$ cat src/rtl/cmp_accum_pkg.sv
// Shared types and helpers for the compare-and-accumulate pipeline.
package cmp_accum_pkg;

    typedef enum logic [1:0] {
        CODE_LT    = 2'd0,
        CODE_GT    = 2'd1,
        CODE_EQ    = 2'd2,
        CODE_MATCH = 2'd3
    } cmp_code_e;

    // a + 2*b needs two bits beyond the operand width
    function automatic int sum_width(input int width);
        return width + 2;
    endfunction

endpackage

$ cat src/rtl/cmp_accum_lane.sv
// One channel of stage 2: classify, add a + 2*b into the running
// accumulator, wrap or clamp on carry-out, keep the sticky overflow.
module cmp_accum_lane
    import cmp_accum_pkg::*;
#(
    parameter int WIDTH = 16,
    parameter int ACC_W = 24,
    parameter bit SAT   = 1'b0
) (
    input  logic             clk,
    input  logic             rst,
    input  logic             clear,
    input  logic             load,
    input  logic [WIDTH-1:0] a,
    input  logic [WIDTH-1:0] b,
    output cmp_code_e        code,
    output logic [ACC_W-1:0] acc_new,
    output logic             ovf_new
);
    localparam int SUM_W = sum_width(WIDTH);

    logic [ACC_W-1:0] acc_q, acc_d;
    logic             ovf_q, ovf_d;
    logic [ACC_W-1:0] acc_base;
    logic             ovf_base;
    logic [SUM_W-1:0] sum;
    logic [ACC_W:0]   raw;

    // Clear takes effect before a coincident load, so the beat sees acc = 0.
    always_comb begin
        acc_base = clear ? '0 : acc_q;
        ovf_base = clear ? 1'b0 : ovf_q;
        sum      = SUM_W'(a) + (SUM_W'(b) << 1);
        raw      = (ACC_W+1)'(acc_base) + (ACC_W+1)'(sum);
        if (SAT && raw[ACC_W]) begin
            acc_new = '1;
        end else begin
            acc_new = raw[ACC_W-1:0];
        end
        ovf_new = ovf_base | raw[ACC_W];

        if (a > b) begin
            code = CODE_GT;
        end else if (a == b) begin
            code = CODE_EQ;
        end else if (a == acc_base[WIDTH-1:0]) begin
            code = CODE_MATCH;
        end else begin
            code = CODE_LT;
        end

        acc_d = acc_base;
        ovf_d = ovf_base;
        if (load) begin
            acc_d = acc_new;
            ovf_d = ovf_new;
        end
    end

    // Accumulator and sticky overflow registers.
    always_ff @(posedge clk or posedge rst) begin
        if (rst) begin
            acc_q <= '0;
            ovf_q <= 1'b0;
        end else begin
            acc_q <= acc_d;
            ovf_q <= ovf_d;
        end
    end

endmodule

$ cat src/rtl/cmp_accum.sv
// Multi-channel compare-and-accumulate: S1 operand registers, per-lane
// S2 datapath, output registers, and valid/ready pipeline control.
module cmp_accum
    import cmp_accum_pkg::*;
#(
    parameter int WIDTH  = 16,
    parameter int NUM_CH = 2,
    parameter int ACC_W  = WIDTH + 8,
    parameter bit SAT    = 1'b0
) (
    input  logic                          clk,
    input  logic                          rst,
    input  logic                          clear,
    input  logic                          in_valid,
    output logic                          in_ready,
    input  logic [NUM_CH-1:0][WIDTH-1:0]  in_a,
    input  logic [NUM_CH-1:0][WIDTH-1:0]  in_b,
    output logic                          out_valid,
    input  logic                          out_ready,
    output logic [NUM_CH-1:0][1:0]        out_code,
    output logic [NUM_CH-1:0][ACC_W-1:0]  out_acc,
    output logic [NUM_CH-1:0]             out_ovf
);
    if (ACC_W < WIDTH + 2) begin : g_acc_w_check
        $error("cmp_accum: ACC_W must be at least WIDTH+2");
    end

    logic                         s1_valid_q, s1_valid_d;
    logic [NUM_CH-1:0][WIDTH-1:0] s1_a_q, s1_a_d;
    logic [NUM_CH-1:0][WIDTH-1:0] s1_b_q, s1_b_d;
    logic                         out_valid_q, out_valid_d;
    logic [NUM_CH-1:0][1:0]       out_code_q, out_code_d;
    logic [NUM_CH-1:0][ACC_W-1:0] out_acc_q, out_acc_d;
    logic [NUM_CH-1:0]            out_ovf_q, out_ovf_d;

    logic                         s2_adv, s1_adv, s2_load;
    logic [NUM_CH-1:0][1:0]       lane_code;
    logic [NUM_CH-1:0][ACC_W-1:0] lane_acc;
    logic [NUM_CH-1:0]            lane_ovf;

    for (genvar i = 0; i < NUM_CH; i++) begin : g_lane
        cmp_accum_lane #(
            .WIDTH (WIDTH),
            .ACC_W (ACC_W),
            .SAT   (SAT)
        ) u_lane (
            .clk     (clk),
            .rst     (rst),
            .clear   (clear),
            .load    (s2_load),
            .a       (s1_a_q[i]),
            .b       (s1_b_q[i]),
            .code    (lane_code[i]),
            .acc_new (lane_acc[i]),
            .ovf_new (lane_ovf[i])
        );
    end

    // Flow control: ready depends only on downstream state, never on in_valid.
    always_comb begin
        s2_adv   = !out_valid_q || out_ready;
        s1_adv   = !s1_valid_q || s2_adv;
        in_ready = s1_adv && !rst;
        s2_load  = s1_valid_q && s2_adv;

        s1_valid_d  = s1_adv ? in_valid : s1_valid_q;
        s1_a_d      = (s1_adv && in_valid) ? in_a : s1_a_q;
        s1_b_d      = (s1_adv && in_valid) ? in_b : s1_b_q;
        out_valid_d = s2_adv ? s1_valid_q : out_valid_q;
        out_code_d  = s2_load ? lane_code : out_code_q;
        out_acc_d   = s2_load ? lane_acc : out_acc_q;
        out_ovf_d   = s2_load ? lane_ovf : out_ovf_q;
    end

    // Pipeline and output registers.
    always_ff @(posedge clk or posedge rst) begin
        if (rst) begin
            s1_valid_q  <= 1'b0;
            s1_a_q      <= '0;
            s1_b_q      <= '0;
            out_valid_q <= 1'b0;
            out_code_q  <= '0;
            out_acc_q   <= '0;
            out_ovf_q   <= '0;
        end else begin
            s1_valid_q  <= s1_valid_d;
            s1_a_q      <= s1_a_d;
            s1_b_q      <= s1_b_d;
            out_valid_q <= out_valid_d;
            out_code_q  <= out_code_d;
            out_acc_q   <= out_acc_d;
            out_ovf_q   <= out_ovf_d;
        end
    end

    assign out_valid = out_valid_q;
    assign out_code  = out_code_q;
    assign out_acc   = out_acc_q;
    assign out_ovf   = out_ovf_q;

endmodule

$ cat config.mk
export PLATFORM = sky130hd
export DESIGN_NAME = cmp_accum
export DESIGN_NICKNAME = d
export VERILOG_FILES = /design/src/rtl/cmp_accum_pkg.sv /design/src/rtl/cmp_accum_lane.sv /design/src/rtl/cmp_accum.sv
export SDC_FILE = /design/constraint.sdc
export NUM_CORES = 1
export LEC_CHECK = 0
export BUFFER_PORTS_ARGS = -buffer_cell sky130_fd_sc_hd__buf_2
export CORE_ASPECT_RATIO = 1.75
export CORE_MARGIN = 2
export CORE_UTILIZATION = 45
export CTS_CLUSTER_DIAMETER = 40
export CTS_CLUSTER_SIZE = 14
export DETAILED_ROUTE_END_ITERATION = 6
export PLACE_DENSITY = 0.68
export SLEW_MARGIN = 0
export SYNTH_ARGS = -nofsm -noshare
export SYNTH_HDL_FRONTEND = slang
export SYNTH_SLANG_ARGS = --single-unit
$ cat constraint.sdc
create_clock -name clk -period 6.9 [get_ports clk]
set_clock_uncertainty 0.1 [all_clocks]
set_input_delay 0.69 -clock clk [delete_from_list [all_inputs] [get_ports clk]]
set_output_delay 0.69 -clock clk [all_outputs]
set_load 0.02 [all_outputs]
==> results.sh <==
export IMPL_ys_seq_elements=170
export IMPL_grt_pass1_wl_um=44800
export IMPL_hold_buffers=0
export IMPL_netlist_area_leader_share=0.402
export IMPL_place_hpwl_um=20900
export IMPL_synth_edff_count=0
export IMPL_fmax_ghz=0.252
export IMPL_crit_slowest_cell="buf_2"
export IMPL_leakagePower_nw=5.89
export IMPL_crit_buf_inv=4
export IMPL_hp_class="input port to asynchronous set/reset pin"
export IMPL_critPathMaxStageDelay_ps=440
export IMPL_htreeDepth=4
export IMPL_totalWireLength_um=28000
export IMPL_dr_pass1_iters=5
export IMPL_worst_slew_pin_slew_ps=942
export IMPL_dpl_worst_slack_ps=2520
export IMPL_start_util=0.455
export IMPL_drc=0
export IMPL_finalNonFillerCells=1488
export IMPL_synth_cell_types=67
export IMPL_numCtsBuffers=17
export IMPL_synthesis_area_sq_um=10600
export IMPL_worstSetupEndpointType="flip-flop"
export IMPL_cts_tree="yes"
export IMPL_dp_cells=1456
export IMPL_reg2reg_setup_slack_ps=3390
export IMPL_ir_drop_mv=0.202
export IMPL_power_density_nw_per_um2=389
export IMPL_drt_iter0_markers=387
export IMPL_status="completed"
export IMPL_crit_arrival_ps=4220
export IMPL_die_w_um=120
export IMPL_ios=125
export IMPL_ctsRootBufferMaster="clkbuf_16"
export IMPL_grt_pass1_vias=8731
export IMPL_min_period_ps=3980
export IMPL_cts_setup_buffers=0
export IMPL_synth_warnings=0
export IMPL_nets=1342
export IMPL_yosys_top_cells_count="dfrtp_1, nand2_1, mux2_2"
export IMPL_slew_violations=0
export IMPL_syn_num_nets=1227
export IMPL_finalWorstSetupSlack_ps=2920
export IMPL_cts_resized=0
export IMPL_cts_sink_count=170
export IMPL_fin_util=0.522
export IMPL_drive_above_1_share=0.210
export IMPL_r2r_cells=13
export IMPL_regArea_sq_um=4250
export IMPL_core_sq_um=23200
export IMPL_antenna_found_initial=0
export IMPL_area_delta_synth_final_pct=14.8
export IMPL_grt_max_degree=101
export IMPL_syn_mean_instance_area_sq_um=10.0
export IMPL_crit_chain="buf_2, buf_4, nand2b_1, fa_1, inv_1, ha_1, inv_1, fa_1, nor2b_4, o31a_1, o311a_1, o2111ai_1, a21oi_1, and2_1, xor2_1"
export IMPL_path_clk_slew_ps=70
export IMPL_slew_headroom=0.372
export IMPL_critical_path_depth=15
export IMPL_diodes=0
export IMPL_synthArstFlopShare=1.00
export IMPL_clk_insertion_delay_late_ps=440
export IMPL_period_share=0.576
export IMPL_critPathMaxFanout=28
export IMPL_required_ps=7150
export IMPL_path_class="input port to flip-flop"
export IMPL_maxCapViolations=0
export IMPL_critPathLaunchType="input port"
export IMPL_multi_input_comb_area_sq_um=5960
export IMPL_fin_setup_tns_ps=0
export IMPL_yosys_area_top_type="dfrtp_1"
export IMPL_grt_ovfl_total=0
export IMPL_numPortBuffers=124
export IMPL_nFillCells=2156
export IMPL_post_drt_via_cell_ratio=5.58
export IMPL_clockBufferDepth=2
export IMPL_ant_nets=0
export IMPL_final_hold_viol_count=0
export IMPL_synth_seq_area_share=0.402
export IMPL_netlist_instances=1056
export IMPL_grtUsageTotal=0.235
export IMPL_total_power_mw=4.72
export IMPL_cpLargestDelayFamily="adder cells"
export IMPL_wl_per_cell_um=18.8
export IMPL_reg2reg_to="g_lane[1].u_lane.acc_q[23]"
export IMPL_rsz0062_at_grt="no"
export IMPL_fp_dieArea_sq_um=24800
export IMPL_rr_startpoint="s1_a_q[17]"
export IMPL_fp_dieH_um=207
export IMPL_synthTopCellsByArea="dfrtp_1, ha_1, mux2_2, fa_1, nand2_1"
export IMPL_synth_flop_cell="dfrtp_1"
export IMPL_num_rows=74
export IMPL_gp_congestion=0.907
export IMPL_synth_most_common_cell="dfrtp_1"
export IMPL_finalSetupViolCount=0
export IMPL_route_vias_total=8306
[metrics by stage]
step	hold slack (ps)	instance area, sq um
2_1_floorplan	346	10600
3_3_place_gp	357	11500
3_5_place_dp	358	11500
4_1_cts	350	12100
5_1_grt	366	12100
6_report	359	12100
[cell usage in the layout, fill, tap and decap left out, drive strengths merged, types with 8 or more instances in the layout]
cell    Yosys  layout
o21ai      44      44
ha         70      70
a31oi      14      14
o31ai       8       8
a211oi      9       9
and3       10      10
nand2     138     138
nand2b     14      14
o21a        8       8
fa         32      32
nand4      17      17
clkbuf     27      22
xnor2      29      29
dfrtp     170     170
a21oi      43      43
nor2       56      56
a21o       32      32
buf         8     131
nor3       13      13
inv        63      63
nand3      17      17
xor2       19      19
nor2b      45      45
mux2       71      71
[flip-flops by register name, summed over array words and instances, names as in the netlist]
name	count
s1_a_q	32
g_lane.u_lane.ovf_q	2
out_acc	48
out_valid	1
s1_valid_q	1
s1_b_q	32
out_ovf	2
g_lane.u_lane.acc_q	48
out_code	4
[metal layers]
layer  track usage  vias to the layer above  wire [um]
met2         0.441                      206      15200
li1              -                     3947          -
met1         0.245                     4077      10300
met3        0.0321                       76        791
met5             0                        -          0
met4         0.146                        0       1630
[where the power goes]
group,internal (mW),total [mW],switching [mW]
Combinational,0.907,2.20,1.29
Sequential,1.26,1.49,0.236
Clock,0.608,1.03,0.418
Total,2.77,4.72,1.95
[cell type report]
class / count / area share
clock buffers: 22 / 0.0399
clock inverters: 10 / 0.0115
inverters: 63 / 0.0199
multi-input cells: 788 / 0.491
flip-flops and latches: 170 / 0.350
well taps: 304 / 0.0313
repair buffers: 131 / 0.0555
[worst max path at each step]
| stage | startpoint | endpoint |
|---|---|---|
| after floorplan | rst | g_lane[0].u_lane.acc_q[0] |
| after global placement | clear | out_acc[17] |
| after detailed placement | clear | g_lane[0].u_lane.acc_q[23] |
| after CTS | clear | g_lane[0].u_lane.acc_q[23] |
| after global routing | clear | out_acc[16] |
| final | clear | g_lane[0].u_lane.acc_q[23] |
[logic make-up after synthesis]
logic type	synth area share
xor gates and xnor gates	0.0397
buffers and inverters	0.0349
muxes	0.0784
and+or+nand+nor	0.161
DFF	0.402
AOI/OAI and AO/OA	0.140
adders and majority gates	0.143
Note: power is estimated with default switching activity, not from simulation.
